### config.mk
export PLATFORM = sky130hd
export DESIGN_NAME = numlock_fsm
export DESIGN_NICKNAME = d
export VERILOG_FILES = /design/src/rtl/numlock_pkg.sv /design/src/rtl/numlock_fsm.sv
export SDC_FILE = /design/constraint.sdc
export NUM_CORES = 1
export LEC_CHECK = 0
export ABC_CLOCK_PERIOD_IN_PS = 2100
export CAP_MARGIN = 15
export CORE_ASPECT_RATIO = 1.75
export CORE_MARGIN = 4
export CORE_UTILIZATION = 26
export CTS_CLUSTER_SIZE = 25
export DETAILED_ROUTE_END_ITERATION = 16
export GPL_ROUTABILITY_DRIVEN = 0
export PLACE_DENSITY = 0.48
export SETUP_SLACK_MARGIN = 0.2
export SLEW_MARGIN = 20
export SYNTH_ARGS = -nofsm -noshare
export SYNTH_HDL_FRONTEND = slang
export SYNTH_SLANG_ARGS = --single-unit
### constraint.sdc
create_clock -name clk -period 2.1 [get_ports clk]
set_input_delay 0.525 -clock clk [delete_from_list [all_inputs] [get_ports clk]]
set_output_delay 0.525 -clock clk [all_outputs]
set_load 0.02 [all_outputs]
### src/rtl/numlock_pkg.sv
// numlock_pkg: shared state indices, one-hot state encoding and defaults for numlock_fsm
package numlock_pkg;
    localparam int STATE_W          = 11;
    localparam int OPEN_CYCLES_DEF  = 16;
    localparam int ST_I             = 0;
    localparam int ST_G1GET         = 1;
    localparam int ST_G1            = 2;
    localparam int ST_G10GET        = 3;
    localparam int ST_G10           = 4;
    localparam int ST_G101GET       = 5;
    localparam int ST_G101          = 6;
    localparam int ST_G1011GET      = 7;
    localparam int ST_G1011         = 8;
    localparam int ST_OPENING       = 9;
    localparam int ST_BAD           = 10;
    typedef enum logic [STATE_W-1:0] {
        S_I         = STATE_W'(1 << ST_I),
        S_G1GET     = STATE_W'(1 << ST_G1GET),
        S_G1        = STATE_W'(1 << ST_G1),
        S_G10GET    = STATE_W'(1 << ST_G10GET),
        S_G10       = STATE_W'(1 << ST_G10),
        S_G101GET   = STATE_W'(1 << ST_G101GET),
        S_G101      = STATE_W'(1 << ST_G101),
        S_G1011GET  = STATE_W'(1 << ST_G1011GET),
        S_G1011     = STATE_W'(1 << ST_G1011),
        S_OPENING   = STATE_W'(1 << ST_OPENING),
        S_BAD       = STATE_W'(1 << ST_BAD)
    } state_e;
endpackage

### src/rtl/numlock_fsm.sv
// numlock_fsm: one-hot combination-lock controller for the button code 1-0-1-1
//   clk            rising-edge clock
//   reset          asynchronous active-low reset (returns to Initial)
//   U, Z           debounced "1" / "0" buttons, high = pressed
//   q_*            one-hot state flags decoded straight from the state register
//   Unlock         high for OPEN_CYCLES cycles after a correct code (same as q_Opening)
module numlock_fsm
    import numlock_pkg::*;
#(
    parameter int OPEN_CYCLES = OPEN_CYCLES_DEF
) (
    input  logic clk,
    input  logic reset,
    input  logic U,
    input  logic Z,
    output logic q_I,
    output logic q_G1get,
    output logic q_G1,
    output logic q_G10get,
    output logic q_G10,
    output logic q_G101get,
    output logic q_G101,
    output logic q_G1011get,
    output logic q_G1011,
    output logic q_Opening,
    output logic q_Bad,
    output logic Unlock
);
    state_e      state_q, state_d;
    logic [15:0] cnt_q, cnt_d;
    logic        idle, one, zero, last;
    assign idle = ~U & ~Z;
    assign one  = U & ~Z;
    assign zero = Z & ~U;
    assign last = cnt_q == 16'(OPEN_CYCLES - 1);
    always_ff @(posedge clk or negedge reset) begin
        if (!reset) begin
            state_q <= S_I;
            cnt_q   <= '0;
        end else begin
            state_q <= state_d;
            cnt_q   <= cnt_d;
        end
    end
    // Each *GET state waits for full release so a held button counts once;
    // any non-one-hot pattern falls through to default and recovers to Initial.
    always_comb begin
        state_d = S_I;
        cnt_d   = '0;
        case (state_q)
            S_I:        state_d = one  ? S_G1GET     : Z ? S_BAD : S_I;
            S_G1GET:    state_d = idle ? S_G1        : S_G1GET;
            S_G1:       state_d = zero ? S_G10GET    : U ? S_BAD : S_G1;
            S_G10GET:   state_d = idle ? S_G10       : S_G10GET;
            S_G10:      state_d = one  ? S_G101GET   : Z ? S_BAD : S_G10;
            S_G101GET:  state_d = idle ? S_G101      : S_G101GET;
            S_G101:     state_d = one  ? S_G1011GET  : Z ? S_BAD : S_G101;
            S_G1011GET: state_d = idle ? S_G1011     : S_G1011GET;
            S_G1011:    state_d = S_OPENING;
            S_OPENING: begin
                state_d = last ? S_I : S_OPENING;
                cnt_d   = last ? '0 : cnt_q + 16'd1;
            end
            S_BAD:      state_d = idle ? S_I : S_BAD;
            default:    state_d = S_I;
        endcase
    end
    assign q_I        = state_q[ST_I];
    assign q_G1get    = state_q[ST_G1GET];
    assign q_G1       = state_q[ST_G1];
    assign q_G10get   = state_q[ST_G10GET];
    assign q_G10      = state_q[ST_G10];
    assign q_G101get  = state_q[ST_G101GET];
    assign q_G101     = state_q[ST_G101];
    assign q_G1011get = state_q[ST_G1011GET];
    assign q_G1011    = state_q[ST_G1011];
    assign q_Opening  = state_q[ST_OPENING];
    assign q_Bad      = state_q[ST_BAD];
    assign Unlock     = q_Opening;
endmodule

=== After elaboration in Yosys (flattened, before gate mapping) ===
Index checks and enable logic that the tools add are counted.

* Register bits: 27
* Input bits: 4
* Output and inout port bits: 12
* Word-level logic and storage cells: 37

* Add/sub/neg operators: 1
* Eq/ne operators: 12
* Mux-type cells: 17
* Bitwise operators: 5

{| class="wikitable"
|+ Operator list
! cell !! count
|-
| $pmux 11 s11 || 1
|-
| $mux 11 || 9
|-
| $mux 16 || 2
|-
| $add 16x1->16 const B || 1
|-
| $eq 16x4->1 const B || 1
|-
| $eq 11x1->1 const B || 1
|-
| $eq 11x10->1 const B || 1
|-
| $eq 11x11->1 const B || 1
|-
| $eq 11x2->1 const B || 1
|-
| $eq 11x3->1 const B || 1
|-
| $eq 11x4->1 const B || 1
|-
| $eq 11x5->1 const B || 1
|-
| $eq 11x6->1 const B || 1
|-
| $eq 11x7->1 const B || 1
|-
| $eq 11x8->1 const B || 1
|-
| $eq 11x9->1 const B || 1
|-
| $mux 10 || 1
|-
| $mux 9 || 1
|-
| $mux 7 || 1
|-
| $mux 5 || 1
|-
| $and 1x1->1 || 3
|-
| $mux 3 || 1
|-
| $not 1->1 || 2
|}

=== Depth between registers and ports, before layout ===
* Depth in word-level cells: 4
* Depth in mapped cells: 7
* Gate-level depth less buffers: 6

=== Worst setup path after synthesis ===
No wires, ideal clock.

* Path kind: register to register
* From: reg state_q[5]
* To: reg state_q[0]
* Library setup time: 0.095 ns
* Data arrival time: 1.574 ns
* Path slack: 0.430 ns
* Stages on the path, launching flop included: 7
* Path buffers: 1
* Clock period less this slack: 1.670 ns
* Path through: dfrtp_1 buf_6 or4_4 nor4_1 o21ai_0 nand3_1 o221ai_1

* Longest elaborated chain between the ends: 2

{| class="wikitable"
|+ Ends and longest elaborated chain
! what !! RTL line !! source
|-
| start: declaration || numlock_fsm.sv:29 || <nowiki>state_e state_q, state_d;</nowiki>
|-
| start signal: assignment || numlock_fsm.sv:41 || <nowiki>state_q <= state_d;</nowiki>
|-
| $eq 11x11->1 (tied with other cells) || numlock_fsm.sv:50 || <nowiki>case (state_q)</nowiki>
|-
| $pmux 11 s11 * || numlock_fsm.sv:50 ||
|-
| via state_d[0] || numlock_fsm.sv:29 ||
|}

Mark *: on every way through the listed nets, which the timed path passes. The rest lies on a longest branch.

=== Worst setup path after layout ===
* From: reg state_q[1]
* To: out q_G1get

{| class="wikitable"
|+ RTL lines
! what !! RTL line !! source
|-
| end: declaration || numlock_fsm.sv:17 || <nowiki>output logic q_G1get,</nowiki>
|}

No word-level cell between the ends.

==> flow_metrics.tcl <==
set metrics [dict create \
    cts_root_buf "clkbuf_8" \
    grt_first_pass_wirelength_mm 6.50 \
    setup_viol 0 \
    p_clk_frac 0.220 \
    grt_pass1_vias 1300 \
    clk_pin_slew_worst_paths_ns 0.09 \
    die_width_um 66.8 \
    final_cell_mix "nor2_1 (23), dfrtp_1 (20), buf_4 (11)" \
    switchingPower_mw 0.448 \
    crit_arrival_ns 1.31 \
    max_clock_freq_mhz 545 \
    yosysUniqueCellTypes 41 \
    port-buffer-count 15 \
    dieHeight_um 111 \
    max_stage_delay_ns 0.63 \
    finClkSkew_ns 0.00187 \
    worstHoldPathCells 1 \
    tightestPinTransition_ns 0.506 \
    path_buf_inv 1 \
    drt_first_iter_violations 102 \
    crit_required_ns 1.57 \
    critPathKind "flop to primary output" \
    setup_tns_ns 0 \
    final_common_cell "nor2_1" \
    layout.cells.non_filler 261 \
    yosys_warnings 0 \
    clk_path_buf_depth 2 \
    drt-total-wl_mm 3.72 \
    synth_nets 168 \
    fin_util 0.319 \
    cts_tree "done" \
    dieArea_um2 7410 \
    start_kind "flop" \
    antenna_found_initial 0 \
    ioPinCount 16 \
    post_drt_via_cell_ratio 4.95 \
    seq_area_um2 684 \
    fin_crit_sh 0.874 \
    cts_hold_buf 0 \
    maxSlewViolCount 0 \
    insertion_delay_ns 0.26 \
    worstPathMaxFanout 3 \
    firstDrtPassIters 4 \
    timing.slew.headroom 0.660 \
    avgSynthCellArea_um2 9.66 \
    peakVddDrop_uv 345 \
    netlist_area_um2 1570 \
    p_comb_frac 0.318 \
    rsz0062_at_grt "false" \
    coreArea_um2 5880 \
    vias 1291 \
    path_cells "clkdlybuf4s50_1" \
    overflow 0 \
    fillCellCount 651 \
    share_seq_of_total_power 0.462 \
    detail-route-antenna-nets 0 \
    ys_seq_area_frac 0.430 \
    multi_input_area_um2 812 \
    synthCells 163 \
    dp_hpwl_mm 2.84 \
    grt_start_max_net_pins 28 \
    cts_buffers 3 \
    drc_errors 0 \
    hold_viol 0 \
    layout.nets 189 \
    wl_per_cell_um 14.3 \
    critPathCaptureType "primary output" \
    critPathTopFamily "buffers and inverters" \
    min_period_ns 1.84 \
    power_density_nw_per_um2 705 \
    drive_gt1_frac 0.175 \
    cts.sinks 27 \
    path_depth 1 \
    htreeDepth 1 \
    leakagePower_nw 0.789 \
    cpMaxStageDelayCell "clkdlybuf4s50_1" \
    fp-row-count 37 \
    hold_class "flop to flop" \
    track_usage 0.111 \
    status "finished clean" \
    start_util 0.268 \
    p_int_mw 0.874 \
    ys_seq_elements 27 \
    switching_share 0.339 \
    reg2reg_depth 6 \
    numPlacedInstances 253 \
    area_growth_syn_to_layout_pct 19.2 \
    drv_cap 0 \
    diodes 0 \
]
-- layout make-up --
type	count	area share
Clock buffer	3	0.0220
Clock inverter	1	0.00267
Inverter	3	0.00600
Multi-Input combinational cell	123	0.433
Sequential cell	27	0.365
Tap cell	78	0.0520
Timing Repair Buffer	26	0.119
-- metrics by stage --
stage	cell area [um2]	setup WS [ns]	total power, mW	hold WS [ns]
final	1880	0.264	1.32	0.486
after global routing	1880	0.209	1.40	0.516
after global placement	1800	0.123	1.06	0.464
after floorplan	1570	0.430	0.930	0.229
after CTS	1840	0.0893	1.34	0.488
after detailed placement	1800	0.0819	1.06	0.475
-- path summary, 6_finish.rpt --
kind,endpoint,start,slack (ns)
max,q_G1get,state_q[1],0.26
min,cnt_q[0],cnt_q[0],0.49
max reg2reg,state_q[0],state_q[6],0.35
min reg2reg,cnt_q[0],cnt_q[0],0.49
max in group asynchronous,state_q[0],reset,1.18
min in group asynchronous,cnt_q[2],reset,0.63
-- flip-flops by register name (all words and copies together), names as in the netlist --
name     flops
state_q     11
cnt_q       16
-- what timing repair did --
action                                 in CTS  in global routing
pin swaps                                   0                  0
setup endpoints to repair                  10                  2
cloned                                      0                  0
endpoints found under the hold margin       0                  0
buffers inserted                            0                  4
gates resized for setup                    15                  1
-- Yosys cell counts --
| master | n | area [um2] |
|---|---|---|
| xor2_1 | 10 | 87.6 |
| or4_4 | 1 | 11.3 |
| buf_2 | 2 | 10.0 |
| or3_4 | 1 | 11.3 |
| or3_1 | 1 | 6.26 |
| xnor2_1 | 10 | 87.6 |
| nor2b_1 | 7 | 43.8 |
| clkbuf_1 | 3 | 11.3 |
| buf_6 | 4 | 45.0 |
| nand2b_1 | 2 | 12.5 |
| nor4b_2 | 1 | 15.0 |
| o221ai_1 | 1 | 8.76 |
| nor3_2 | 1 | 10.0 |
| dfrtp_1 | 26 | 651 |
| nor2_1 | 23 | 86.3 |
| nand2_2 | 2 | 12.5 |
| and2_1 | 1 | 6.26 |
| buf_4 | 1 | 7.51 |
| o41ai_1 | 2 | 17.5 |
| o21ai_0 | 2 | 10.0 |
| and2_2 | 1 | 7.51 |
| nor3_1 | 6 | 30.0 |
| nor3b_1 | 2 | 15.0 |
| a31oi_1 | 1 | 6.26 |
| nand2_1 | 7 | 26.3 |
| and3_1 | 3 | 18.8 |
| nand3_1 | 9 | 45.0 |
| a211oi_1 | 1 | 7.51 |
| o2111ai_1 | 3 | 26.3 |
| nand4_1 | 6 | 37.5 |
| a21oi_1 | 3 | 15.0 |
| nor4_4 | 2 | 42.5 |
| dfstp_2 | 1 | 26.3 |
| a22o_1 | 1 | 8.76 |
| o311a_1 | 1 | 10.0 |
| or2_2 | 1 | 6.26 |
| and4_1 | 2 | 17.5 |
| inv_1 | 3 | 11.3 |
| nand3b_1 | 2 | 15.0 |
| ha_1 | 1 | 12.5 |
| nor4_1 | 6 | 37.5 |
-- kinds of logic after synthesis --
| group | after synthesis | share of synthesized area |
|---|---|---|
| fa+ha+maj | 1 | 0.00795 |
| simple gates | 87 | 0.327 |
| flops | 27 | 0.430 |
| buf+inv | 13 | 0.0541 |
| compound gates | 15 | 0.0700 |
| xor+xnor | 20 | 0.111 |
-- layer usage --
metal,part of all wire,vias up,track usage
li1,-,618,-
met1,0.38,647,0.132
met2,0.57,20,0.196
met3,0.024,6,0.0162
met4,0.016,0,0.0366
met5,0,-,0
-- power groups by stage --
stage                     clock (mW)  sequential (mW)  combinational, mW
final                          0.290            0.611              0.420
after global routing           0.327            0.618              0.460
after CTS                      0.304            0.612              0.429
after detailed placement           0            0.622              0.439
after global placement             0            0.624              0.440
after floorplan                    0            0.617              0.314
(Power assumes the default switching activity.)
==> patch 1, RTL diff (same settings) <==
The package constant `OPEN_CYCLES_DEF` goes from 16 to 12.
--- a/src/rtl/numlock_pkg.sv
+++ b/src/rtl/numlock_pkg.sv
@@ -3,3 +3,3 @@
     localparam int STATE_W          = 11;
-    localparam int OPEN_CYCLES_DEF  = 16;
+    localparam int OPEN_CYCLES_DEF  = 12;
     localparam int ST_I             = 0;
Check against the original RTL: same outputs for any inputs over 10 cycles, from zero or initial values and one cycle with reset low; that may be too few to reach the edited logic, so the function may still have changed.
==> patch 1 against the unedited design <==
  * Synthesized area decreased by 1.8%
  * Clock power grew 5%
  * Design area is 2.3% lower
  * Worst hold slack gained 0.026 ns
  * Total power rose by 2.6%
  * Non-clock buffer count decreased by 5
  * Sequential cell count stayed put
  * Synthesized cell count rose by 3.1%
  * Routed wire length is 1.5% higher
  * Worst setup slack gained 0.019 ns
  * Clock skew grew 0.0090 ns
  * Die area shrank 1.7%
==> patch 1: results (changes against the unedited design) <==
stage;metric;value;unit;change
setup_path;slowest_delay;0.65;ns;+0.02 ns
placement;portBuffers;15;;unchanged
route;drt-initial-drc-count;42;;-59%
power_and_ir_drop;power.leakage;0.756;nW;-4.2%
synth;ys_types;43;;+4.9%
synth;synthAdderAreaFrac;0.810;%;+0.015 points
setup_path;crit_path_top_delay_cell;dfstp_2;;
synth;synth_compound_area_share;10.3;%;+3.3 points
cts;clock_path_buffers;2;;unchanged
setup_path;crit_fanout;8;;+5
route;drt-pass1-iter-count;4;;unchanged
layout;top_register;cnt_q;;
power_and_ir_drop;ir_worst_vdd;304;uV;-12%
global_route;groute.usage.overall;11.0;%;-0.087 points
route;post_drt_wl_per_cell;14.6;microns;+2.7%
global_route;antenna_found_initial;0;;unchanged
synth;ys.flop_type;dfrtp_1;;
sta;fin_tns_setup;0;ns;unchanged
synth;yosys.area_share.xor_xnor;9.64;%;-1.5 points
synth;syn_nets;173;;+3.0%
setup_path;critical-path-top-delay-family;flip-flops;;
synth;yosysSeqAreaShare;43.8;%;+0.80 points
synth;synth.area.top_cells;dfrtp_1 (42%), xnor2_1 (5.7%), nor2_1 (4.9%);;
layout;num-fill-cells;642;;-1.4%
cts;post-cts-setup-buffer-count;0;;unchanged
global_route;grt_pass1_vias;1287;;-1.0%
placement;dp_hpwl;2830;microns;-0.11%
layout;reg.largest.list;cnt_q: 16 flops, state_q: 11 flops;;
layout;antenna_cells_inserted;0;;unchanged
layout;nets;188;;-0.53%
sta;skew;0.0109;ns;+0.00901 ns
cts;clk_pin_slew;0.10;ns;
synth;synth.area.mux_share;0;%;unchanged
synth;synth_common_cells;dfrtp_1 (26), nor2_1 (20), xnor2_1 (10), nand2_1 (9);;
global_route;grt_pass1_wl;6150;microns;-5.3%
cts;clkLatencyLatePin;0.28;ns;+0.02 ns
cts;h-tree-depth;1;;unchanged
global_route;grt_max_degree;28;;unchanged
synth;synth_top_family_by_area;simple AND/OR/NAND/NOR gates;;
cts;cts_buffers;3;;unchanged
synth;synthArstFlopShare;100;%;unchanged
layout;drive_gt1_share;11.5;%;-5.9 points
outcome;status;finished clean;;
route;viasPerCell;4.87;;-1.6%
sta;tightest_slew;0.361;ns;-0.145 ns
cts;clock-root-buffer;clkbuf_8;;
synth;ys_warn_count;0;;unchanged
min_path;hold_class;reg -> reg;;
patch 1: changes by cell type after synthesis, moves of 4 or more:
cell | unedited run | this run
nor2b_1 | 7 | 2
or3_1 | 1 | 7
o21ai_0 | 2 | 6
buf_6 | 4 | 0
nor4b_1 | 0 | 4
patch 1: cell type report:
cell class | instances | area (sq um) | share of cell area [%]
clock inverters | 1 | 7.51 | 0.410
repair buffers | 21 | 190 | 10.4
flip-flops and latches | 27 | 679 | 37.1
inverters | 6 | 22.5 | 1.23
clock buffers | 3 | 41.3 | 2.25
multi-input cells | 124 | 796 | 43.4
well taps | 76 | 95.1 | 5.19
patch 1: cells by family (layout without fill, tap and decap cells):
kind of cell | Yosys count | after routing
adders and majority gates | 1 | 1
buffers and inverters | 17 | 31
DFF | 27 | 27
xor gates and xnor gates | 17 | 17
and+or+nand+nor | 81 | 81
AOI/OAI and AO/OA | 25 | 25
patch 1: repair_timing:
item                       in CTS  in global routing
gates resized for setup        11                  3
hold buffers                    0                  0
setup endpoints to repair       9                  3
patch 1: report_power, final:
group | internal, W | switching [W] | leakage [nW] | total [W]
combinational | 0.000189 | 0.000236 | 0.365 | 0.000424
sequential | 0.000558 | 0.0000695 | 0.369 | 0.000627
clock | 0.000135 | 0.000170 | 0.0217 | 0.000304
total | 0.000881 | 0.000475 | 0.756 | 0.00136
patch 1: path summary, 6_finish.rpt:
check / startpoint / endpoint / slack (ns) / cells after the start
hold / removal: cnt_q[0] / cnt_q[0] / 0.51 / 1
setup / recovery: state_q[0] / q_I / 0.28 / 1
hold reg to reg: cnt_q[0] / cnt_q[0] / 0.51 / 1
setup reg to reg: state_q[3] / state_q[0] / 0.33 / 4
max in group asynchronous: reset / state_q[0] / 1.17 / 2
min in group asynchronous: reset / cnt_q[12] / 0.62 / 2
patch 1: through the flow:
step / instance area, sq um / setup WS, ns / instances / utilization (%)
4_1_cts: 1830 / 0.226 / 258 / 32.2
3_5_place_dp: 1790 / 0.211 / 254 / 31.5
6_report: 1830 / 0.283 / 258 / 32.3
2_1_floorplan: 1550 / 0.414 / 168 / -
5_1_grt: 1830 / 0.221 / 258 / 32.3
3_3_place_gp: 1790 / 0.244 / 254 / 31.5
patch 1: layer usage:
metal / vias up / routed length [microns] / GRT usage (%)
li1: 625 / - / -
met1: 618 / 1470 / 11.5
met2: 11 / 2200 / 21.9
met3: 2 / 71 / 1.22
met4: 0 / 28 / 3.63
met5: - / 0 / 0
==> patch 2, RTL diff (config.mk and constraints unchanged) <==
Without the edit above. Put a register stage on the output `q_G1get`, cleared by the reset. The value now appears one clock later. The other outputs are not delayed to match.
--- a/src/rtl/numlock_fsm.sv
+++ b/src/rtl/numlock_fsm.sv
@@ -68,3 +68,9 @@
     assign q_I        = state_q[ST_I];
-    assign q_G1get    = state_q[ST_G1GET];
+    always_ff @(posedge clk or negedge reset) begin
+        if (!reset) begin
+            q_G1get <= '0;
+        end else begin
+            q_G1get <= state_q[ST_G1GET];
+        end
+    end
     assign q_G1       = state_q[ST_G1];
Check against the original RTL: not equivalent (Yosys sat finds a counterexample within 4 cycles, from zero or initial values and one cycle with reset low).
==> patch 2 against the unedited design <==
  * Synthesized area down 2.0%
  * Sequential cell count up 1
  * First-iteration DRC count shrank 56%
  * Count of clock-buffer cells in the layout rose by 1
  * Design area is 3.5% lower
  * Non-clock buffer count decreased by 8
  * Worst setup slack improved by 0.062 ns
  * Combinational power is 20% lower
  * Fmax is 3.5% higher
  * Routed wire length down 5.1%
  * Clock skew up 0.00081 ns
  * Total power decreased by 1.6%
  * Register-to-register slack is essentially flat
  * Sequential power is 4.6% higher
  * Critical endpoint is now q_G101
  * Highest routed layer unchanged
==> patch 2: results (changes against the unedited design) <==
stage;metric;value;unit;change
layout;nets;179;;-5.3%
setup_path;crit_fanout;2;;-1
route;drt-initial-drc-count;45;;-56%
setup_path;slowest_delay;0.61;ns;-0.02 ns
route;post_drt_wl_per_cell;14.2;microns;-0.53%
route;viasPerCell;5.02;;+1.5%
layout;reg.largest.list;cnt_q: 16 flops, state_q: 11 flops, q_G1get: 1 flops;;
synth;synth_common_cells;dfrtp_1 (27), nor2_1 (25), xor2_1 (14), nand3_1 (12), nand2_1 (6);;
setup_path;cp.arrival;1.25;ns;-0.06 ns
setup_path;rr_startpoint;state_q[5];;
setup_path;crit_start;state_q[6];;
power_and_ir_drop;power.leakage;0.786;nW;-0.44%
route;wirelength;3530;microns;-5.1%
global_route;grt_pass1_wl;6150;microns;-5.4%
power_and_ir_drop;ir_worst_vdd;390;uV;+13%
synth;syn_nets;166;;-1.2%
outcome;status;finished clean;;
layout;drive_gt1_share;9.25;%;-8.2 points
sta;tightest_slew;0.367;ns;-0.139 ns
global_route;grt_max_degree;29;;+3.6%
sta;skew;0.00268;ns;+0.000808 ns
setup_path;critPathCapture;q_G101;;
power_and_ir_drop;swShare;31.9;%;-2.0 points
global_route;groute.usage.overall;10.9;%;-0.15 points
layout;num-fill-cells;620;;-4.8%
==> patch 2: cells by family (layout without fill, tap and decap cells) <==
kind of cell	Yosys count	count (layout)	synth area share, %
simple gates	80	80	29.3
buf+inv	14	26	5.35
fa+ha+maj	1	1	0.811
flops	28	28	45.5
compound gates	18	18	7.54
mux	2	2	1.30
xor+xnor	18	18	10.2
==> patch 2: final cells by class <==
| class | count | area [sq um] | share of cell area [%] |
|---|---|---|---|
| multi-input cells | 119 | 769 | 42.5 |
| flip-flops and latches | 28 | 706 | 39.0 |
| repair buffers | 18 | 169 | 9.34 |
| well taps | 76 | 95.1 | 5.26 |
| clock buffers | 4 | 55.1 | 3.04 |
| inverters | 4 | 15.0 | 0.830 |
==> patch 2: worst reg2reg max path, delay by kind of cell (launching register included) <==
| kind | cells | cell delay, ns |
|---|---|---|
| AO/OA/AOI/OAI | 2 | 0.48 |
| flip-flops | 1 | 0.50 |
| AND/OR/NAND/NOR | 2 | 0.68 |
==> patch 2: power by group through the flow <==
| stage | Sequential, W | Clock, W | Combinational (W) |
|---|---|---|---|
| 6_report | 0.000639 | 0.000326 | 0.000336 |
| 5_1_grt | 0.000643 | 0.000371 | 0.000378 |
| 4_1_cts | 0.000630 | 0.000341 | 0.000332 |
| 3_5_place_dp | 0.000640 | 0 | 0.000343 |
| 3_3_place_gp | 0.000643 | 0 | 0.000341 |
| 2_1_floorplan | 0.000652 | 0 | 0.000208 |
==> patch 2: worst min-delay path by stage <==
stage | cells after the start | to | startpoint | slack [ns]
global placement | 1 | cnt_q[0] | cnt_q[0] | 0.47
global route | 1 | cnt_q[0] | cnt_q[0] | 0.55
detailed placement | 1 | cnt_q[0] | cnt_q[0] | 0.49
finish | 1 | cnt_q[0] | cnt_q[0] | 0.51
CTS | 1 | cnt_q[0] | cnt_q[0] | 0.51
floorplan | 0 | cnt_q[0] | reset | 0.23
==> patch 2: metrics by stage <==
stage | utilization (%) | setup slack (ns) | area [sq um]
6_report | 31.9 | 0.326 | 1810
5_1_grt | 31.9 | 0.208 | 1810
4_1_cts | 31.6 | 0.125 | 1790
3_5_place_dp | 30.7 | 0.220 | 1740
3_3_place_gp | 30.7 | 0.258 | 1740
2_1_floorplan | - | 0.468 | 1540
==> patch 2: routing by layer <==
metal	share of wire, %	vias up	GRT usage (%)
met5	0	-	0
met4	1.8	0	4.36
met3	2.3	4	1.33
met2	57	22	20.8
met1	39	627	11.8
li1	-	597	-
